[config.mk]
export PLATFORM = sky130hd
export DESIGN_NAME = io_write_buffer_flat
export DESIGN_NICKNAME = d
export VERILOG_FILES = /design/src/rtl/io_write_buffer_if.sv /design/src/rtl/io_write_buffer.sv /design/src/flat_wrapper.sv
export SDC_FILE = /design/constraint.sdc
export NUM_CORES = 1
export LEC_CHECK = 0
export ABC_AREA = 1
export CORE_MARGIN = 4
export CORE_UTILIZATION = 40
export DETAILED_ROUTE_END_ITERATION = 10
export PLACE_DENSITY = 0.71
export SETUP_SLACK_MARGIN = 0.4
export SLEW_MARGIN = 20
export SYNTH_ARGS = -nofsm -noshare
export SYNTH_HDL_FRONTEND = slang
export SYNTH_SLANG_ARGS = --single-unit
[constraint.sdc]
create_clock -name clk -period 7 [get_ports clk]
set_clock_uncertainty 0.2 [all_clocks]
set_input_delay 1.4 -clock clk [delete_from_list [all_inputs] [get_ports clk]]
set_output_delay 1.4 -clock clk [all_outputs]
set_load 0.02 [all_outputs]
[src/rtl/io_write_buffer_if.sv]
// io_write_buffer_if: CPU-side and controller-side buses of the posted-write buffer.
// The slave modport is the buffer itself; master is whatever drives the CPU and controller.
interface io_write_buffer_if #(
    parameter int AW = 19
);
    logic          cpu_rd;
    logic          cpu_wr;
    logic [AW-1:0] cpu_a;
    logic [3:0]    cpu_be;
    logic [31:0]   cpu_di;
    logic [31:0]   cpu_q;
    logic          cpu_ready;
    logic          mem_rd;
    logic          mem_wr;
    logic [AW-1:0] mem_a;
    logic [3:0]    mem_be;
    logic [31:0]   mem_di;
    logic [31:0]   mem_q;
    logic          mem_ready;
    modport slave (
        input  cpu_rd, cpu_wr, cpu_a, cpu_be, cpu_di, mem_q, mem_ready,
        output cpu_q, cpu_ready, mem_rd, mem_wr, mem_a, mem_be, mem_di
    );
    modport master (
        output cpu_rd, cpu_wr, cpu_a, cpu_be, cpu_di, mem_q, mem_ready,
        input  cpu_q, cpu_ready, mem_rd, mem_wr, mem_a, mem_be, mem_di
    );
endinterface

[src/rtl/io_write_buffer.sv]
// io_write_buffer: posted-write FIFO in front of the SRAM RMW controller.
// Writes are acked once queued and drain in order; reads wait for a full drain.
module io_write_buffer #(
    parameter int DEPTH    = 4,
    parameter int AW       = 19,
    parameter bit COALESCE = 1'b1
) (
    input  logic                   clk,
    input  logic                   rst,
    io_write_buffer_if.slave       bus,
    output logic [$clog2(DEPTH):0] wb_count_o
);
    localparam int PW = $clog2(DEPTH);
    localparam logic [PW:0] FULL = (PW+1)'(DEPTH);
    typedef enum logic [1:0] {C_IDLE, C_ACK, C_RD} c_state_e;
    typedef enum logic {M_IDLE, M_BUSY} m_state_e;
    c_state_e c_q, c_d;
    m_state_e m_q, m_d;
    logic [AW-1:0] addr_q [DEPTH];
    logic [3:0]    be_q   [DEPTH];
    logic [31:0]   data_q [DEPTH];
    logic [PW-1:0] head_q, tail_q, last;
    logic [PW:0]   count_q, count_d;
    logic          mem_rd_q, mem_rd_d, mem_wr_q, mem_wr_d;
    logic [AW-1:0] mem_a_q, mem_a_d;
    logic [3:0]    mem_be_q, mem_be_d, mrg_be;
    logic [31:0]   mem_di_q, mem_di_d, cpu_q_q, cpu_q_d, mrg_data;
    logic          hit, push, merge, pop, done, mrg_head;
    assign last     = tail_q - PW'(1);
    assign hit      = COALESCE && count_q != '0 && addr_q[last] == bus.cpu_a &&
                      !(count_q == (PW+1)'(1) && m_q == M_BUSY && mem_wr_q);
    assign push     = c_q == C_IDLE && bus.cpu_wr && !hit && count_q != FULL;
    assign merge    = c_q == C_IDLE && bus.cpu_wr && hit;
    assign done     = m_q == M_BUSY && bus.mem_ready;
    assign pop      = done && mem_wr_q;
    assign count_d  = count_q + (PW+1)'(push) - (PW+1)'(pop);
    // A merge into a sole idle entry coincides with its issue, so the issue takes the merged bytes
    assign mrg_head = merge && last == head_q;
    always_comb begin
        mrg_be   = be_q[last] | bus.cpu_be;
        mrg_data = data_q[last];
        for (int k = 0; k < 4; k++)
            if (bus.cpu_be[k]) mrg_data[8*k +: 8] = bus.cpu_di[8*k +: 8];
    end
    always_comb begin
        c_d      = c_q;
        m_d      = m_q;
        mem_rd_d = mem_rd_q;
        mem_wr_d = mem_wr_q;
        mem_a_d  = mem_a_q;
        mem_be_d = mem_be_q;
        mem_di_d = mem_di_q;
        cpu_q_d  = cpu_q_q;
        case (c_q)
            C_IDLE:  c_d = bus.cpu_wr ? ((push || merge) ? C_ACK : C_IDLE) : (bus.cpu_rd ? C_RD : C_IDLE);
            C_ACK:   c_d = C_IDLE;
            default: if (done && mem_rd_q) begin
                c_d     = C_ACK;
                cpu_q_d = bus.mem_q;
            end
        endcase
        if (m_q == M_IDLE && count_q != '0) begin
            m_d      = M_BUSY;
            mem_wr_d = 1'b1;
            mem_a_d  = addr_q[head_q];
            mem_be_d = mrg_head ? mrg_be : be_q[head_q];
            mem_di_d = mrg_head ? mrg_data : data_q[head_q];
        end else if (m_q == M_IDLE && c_q == C_RD) begin
            m_d      = M_BUSY;
            mem_rd_d = 1'b1;
            mem_a_d  = bus.cpu_a;
            mem_be_d = 4'hf;
        end else if (done) begin
            m_d      = M_IDLE;
            mem_rd_d = 1'b0;
            mem_wr_d = 1'b0;
        end
    end
    always_ff @(posedge clk or posedge rst) begin
        if (rst) begin
            c_q      <= C_IDLE;
            m_q      <= M_IDLE;
            head_q   <= '0;
            tail_q   <= '0;
            count_q  <= '0;
            mem_rd_q <= 1'b0;
            mem_wr_q <= 1'b0;
            mem_a_q  <= '0;
            mem_be_q <= '0;
            mem_di_q <= '0;
            cpu_q_q  <= '0;
        end else begin
            c_q      <= c_d;
            m_q      <= m_d;
            head_q   <= pop ? head_q + PW'(1) : head_q;
            tail_q   <= push ? tail_q + PW'(1) : tail_q;
            count_q  <= count_d;
            mem_rd_q <= mem_rd_d;
            mem_wr_q <= mem_wr_d;
            mem_a_q  <= mem_a_d;
            mem_be_q <= mem_be_d;
            mem_di_q <= mem_di_d;
            cpu_q_q  <= cpu_q_d;
        end
    end
    always_ff @(posedge clk) begin
        if (push) begin
            addr_q[tail_q] <= bus.cpu_a;
            be_q[tail_q]   <= bus.cpu_be;
            data_q[tail_q] <= bus.cpu_di;
        end else if (merge) begin
            be_q[last]   <= mrg_be;
            data_q[last] <= mrg_data;
        end
    end
    assign bus.cpu_ready = c_q == C_ACK;
    assign bus.cpu_q     = cpu_q_q;
    assign bus.mem_rd    = mem_rd_q;
    assign bus.mem_wr    = mem_wr_q;
    assign bus.mem_a     = mem_a_q;
    assign bus.mem_be    = mem_be_q;
    assign bus.mem_di    = mem_di_q;
    assign wb_count_o    = count_q;
endmodule

[src/flat_wrapper.sv]
// flat-port wrapper written by rule: the top's interface ports become plain ports
module io_write_buffer_flat 
#(
    parameter int DEPTH    = 4,
    parameter int AW       = 19,
    parameter bit COALESCE = 1'b1
)
  (clk, rst, wb_count_o, bus_cpu_rd, bus_cpu_wr, bus_cpu_a, bus_cpu_be, bus_cpu_di, bus_mem_q, bus_mem_ready, bus_cpu_q, bus_cpu_ready, bus_mem_rd, bus_mem_wr, bus_mem_a, bus_mem_be, bus_mem_di);
  io_write_buffer_if #(.AW(AW)) bus_i ();
  input  logic clk;
  input  logic rst;
  output logic [$clog2(DEPTH):0] wb_count_o;
  input wire logic [$bits(bus_i.cpu_rd)-1:0] bus_cpu_rd;
  input wire logic [$bits(bus_i.cpu_wr)-1:0] bus_cpu_wr;
  input wire logic [$bits(bus_i.cpu_a)-1:0] bus_cpu_a;
  input wire logic [$bits(bus_i.cpu_be)-1:0] bus_cpu_be;
  input wire logic [$bits(bus_i.cpu_di)-1:0] bus_cpu_di;
  input wire logic [$bits(bus_i.mem_q)-1:0] bus_mem_q;
  input wire logic [$bits(bus_i.mem_ready)-1:0] bus_mem_ready;
  output wire logic [$bits(bus_i.cpu_q)-1:0] bus_cpu_q;
  output wire logic [$bits(bus_i.cpu_ready)-1:0] bus_cpu_ready;
  output wire logic [$bits(bus_i.mem_rd)-1:0] bus_mem_rd;
  output wire logic [$bits(bus_i.mem_wr)-1:0] bus_mem_wr;
  output wire logic [$bits(bus_i.mem_a)-1:0] bus_mem_a;
  output wire logic [$bits(bus_i.mem_be)-1:0] bus_mem_be;
  output wire logic [$bits(bus_i.mem_di)-1:0] bus_mem_di;
  assign bus_i.cpu_rd = bus_cpu_rd;
  assign bus_i.cpu_wr = bus_cpu_wr;
  assign bus_i.cpu_a = bus_cpu_a;
  assign bus_i.cpu_be = bus_cpu_be;
  assign bus_i.cpu_di = bus_cpu_di;
  assign bus_i.mem_q = bus_mem_q;
  assign bus_i.mem_ready = bus_mem_ready;
  assign bus_cpu_q = bus_i.cpu_q;
  assign bus_cpu_ready = bus_i.cpu_ready;
  assign bus_mem_rd = bus_i.mem_rd;
  assign bus_mem_wr = bus_i.mem_wr;
  assign bus_mem_a = bus_i.mem_a;
  assign bus_mem_be = bus_i.mem_be;
  assign bus_mem_di = bus_i.mem_di;
  io_write_buffer #(.DEPTH(DEPTH), .AW(AW), .COALESCE(COALESCE)) u_core (.clk(clk), .rst(rst), .bus(bus_i), .wb_count_o(wb_count_o));
endmodule
==> results.md <==
- I/O pin cnt: 185
- RSZ-0062 raised after global routing: no
- Worst R2R Path Depth: 16
- Relative slew slack: 0.285
- Register Area: 10100 um^2
- Starting Density: 0.407
- Core area: 40100 um^2
- Asr flop ratio synth: 0.284
- Layout cells sized above 1: 0.0959
- Most common cell after layout, fill and taps aside: nand2_1
- Vias in the first global route: roughly 13000
- Cell area after layout: between 15000 and 20000 um^2
- Post-synth EDFFs: 252
- Sw Ratio: 0.405
- Worst setup SP type: register
- Drt initial violations: between 1000 and 1500
- Sw Pwr: 3.92 mW
- Wirelength, routed: approximately 44000 um
- Min-delay src: u_core.bus.cpu_q[4]
- Crit Path Max Fanout: 71
- CTS tree: yes
- Pint: 5.74 mW
- ANT cells: 0
- Area of the multi-input gates: 5400 um^2
- Final net count: roughly 1800
- Comb power frac: 0.451
- Mean number of vias per cell: 5.53
- Clk slew on worst S/H paths: 0.06 ns
- PostCTS Resize Cnt: 0
- Clock share of power: 0.213
- RR Startpoint: u_core.tail_q[0]
- Die X: roughly 210 um
- Share of the synthesized area in the top cell type: 0.463
- Reg2Reg Setup Slack: 1.72 ns
- Drt drc: 0
- Slowest stage delay, CP: 0.81 ns
- Syn. warnings: 0
- Number of filler cells placed in the layout: 3566
- Static leakage: around 7.6 nW
- CTS HTree Levels: 2
- Syn_area_per_cell: 10.2 um^2
- Pwr/cell area: 486 nW/um^2
- Dpl hpwl: 26000 um
- Max rail drop VDD: ~280 uV
- Die area: ~44000 um^2
- Synthesized Nets: ~1700
- CTS sink cnt: 352
- Clock Tree Buf Depth: 3
- Setup crit end kind: register
- Worst slew pin tran: 1.07 ns
- GR Overflow Total: 0
- Setup CP Type: register to register
- Clk_lat worst skew: approximately 0.56 ns
- Most frequent cells in the layout: 293 x nand2_1, 252 x edfxtp_1, 196 x o21ai_0
- Gate Count Post-Synth: 1598
- Synth area leaders: edfxtp_1 46%, dfrtp_1 15%, nand2_1 6.7%
- Vias: ~13000
- Final GP Congestion: 0.770
- Crit-path cells: inv_2 > ha_2 > buf_4 > nand3_1 > nand2_1 > nand2_1 > nand2_1 > nand2_1 > nor2_1 > nand3_2 > nor2_4 > nand2_4 > o21ai_2 > clkinv_1 > nor2_4 > buf_4
- Clk root buf: clkbuf_16
- Final core occ: 0.496
- Number of iterations in the first detailed-routing pass: 5
- Critical path arrival: ~5.4 ns
- Cts-stage hold buffer count: 0
- Final setup vio count: 0
- Die H: 210 um
- CP max stage cell: nor2_4
- Wire length per cell: 19.1 um
- Initial antenna violation count: 0
- Fin crit share: 0.754
- Worst Path Required: 7.07 ns
- Area Overhead vs Synth: 21.8%
- Sequential share of power: 0.336
- Max-Cap Viols: 0
- Critical path's most frequent cell: nand2_1
- PortBufs: 184
- Max-slew violation count: 0
- Total GRT Usage: 0.196
- Total CTS buffers: 39
- Hold Path Stages: 1
- Synth cell types: 38
- First-pass GRT wire length: approximately 69000 um
- Setup_tns: 0 ns
- Top_reg_cell synth: edfxtp_1
- Setup bufs post-CTS: 0
- Worst r2r dst: u_core.data_q[0][3]
- Post-synth top area cell: edfxtp_1
- Hold Path Sink: u_core.bus.cpu_q[4]
- Peak Freq: 189 MHz
- Largest net degree at the start of global routing: 109
- Outcome: finished clean
- Hold Vio Cnt, Final: 0
- Hold Crit Class: register to register
- Placed cell area: 18600 um^2
- Antenna Violating Nets Remaining: 0
- Cell Area, Synth: 16300 um^2
- Rows: 73
- Post-synthesis sequential area ratio: 0.616
- Register bit total from synthesis: 352
- Fin crit period: 5.28 ns
==> cells by family (layout without fill, tap and decap cells) <==
group,Yosys count,after routing,share of synthesized area
and+or+nand+nor,514,514,0.126
AOI/OAI and AO/OA,431,431,0.149
DFF,352,352,0.616
buffers and inverters,224,399,0.0556
muxes,64,64,0.0441
adders and majority gates,7,7,0.00582
xor gates and xnor gates,6,6,0.00322
==> final cells by class <==
type,count,area share
Inverter,121,0.0231
Sequential cell,352,0.507
Tap cell,525,0.0330
Clock inverter,29,0.0133
Clock buffer,43,0.0514
Timing Repair Buffer,206,0.101
Multi-Input combinational cell,1022,0.272
==> Yosys cell counts, drive strengths merged, types with 35 or more instances <==
cell type and number:
edfxtp 252, nor2 151, nand3 58, dfrtp 100, clkbuf 68, a21oi 116
buf 35, nand2 295, inv 118, a31oi 37, o21ai 224, mux2 64
==> power groups by stage <==
stage | Clock, mW | Sequential (mW) | Combinational (mW)
after global routing | 2.19 | 3.31 | 4.81
after floorplan | 0 | 3.32 | 2.74
after detailed placement | 0 | 3.28 | 4.34
after CTS | 2.10 | 3.24 | 4.38
final | 2.06 | 3.24 | 4.36
after global placement | 0 | 3.26 | 4.27
==> worst max-delay path by stage <==
| stage | start | to | slack, ns | cells past startpoint |
|---|---|---|---|---|
| 6_report | u_core.tail_q[0] | u_core.data_q[0][3] | 1.72 | 16 |
| 5_1_grt | u_core.tail_q[0] | u_core.data_q[0][6] | 1.40 | 16 |
| 4_1_cts | u_core.tail_q[0] | u_core.data_q[0][2] | 1.70 | 16 |
| 3_5_place_dp | u_core.tail_q[0] | u_core.data_q[0][6] | 1.69 | 16 |
| 3_3_place_gp | u_core.tail_q[0] | u_core.data_q[0][1] | 1.84 | 16 |
| 2_1_floorplan | u_core.tail_q[0] | u_core.be_q[3][0] | 1.96 | 21 |
==> metrics by stage <==
stage / power [mW] / instances / hold WS (ns) / setup slack, ns
3_5_place_dp: 7.62 / 2226 / 0.292 / 1.69
3_3_place_gp: 7.53 / 2226 / 0.286 / 1.84
4_1_cts: 9.72 / 2298 / 0.305 / 1.70
6_report: 9.66 / 2298 / 0.301 / 1.72
2_1_floorplan: 6.06 / 1598 / 0.276 / 1.96
5_1_grt: 10.3 / 2298 / 0.311 / 1.40
==> per-layer routing <==
layer  global-route usage  wire length (um)  share of wire
met1                0.258             18100           0.41
met2                0.330             21400           0.49
met3               0.0324              3300          0.075
met4               0.0686              1100          0.025
met5                    0                 0              0
==> worst max-delay path: cells and delay by family, from the launching register on <==
kind	cells	cell delay, ns
buffers and inverters	4	1.32
AOI/OAI and AO/OA	1	0.30
adders and majority gates	1	0.55
and+or+nand+nor	10	1.92
DFF	1	0.71
Note: power is estimated with default switching activity, not from simulation.
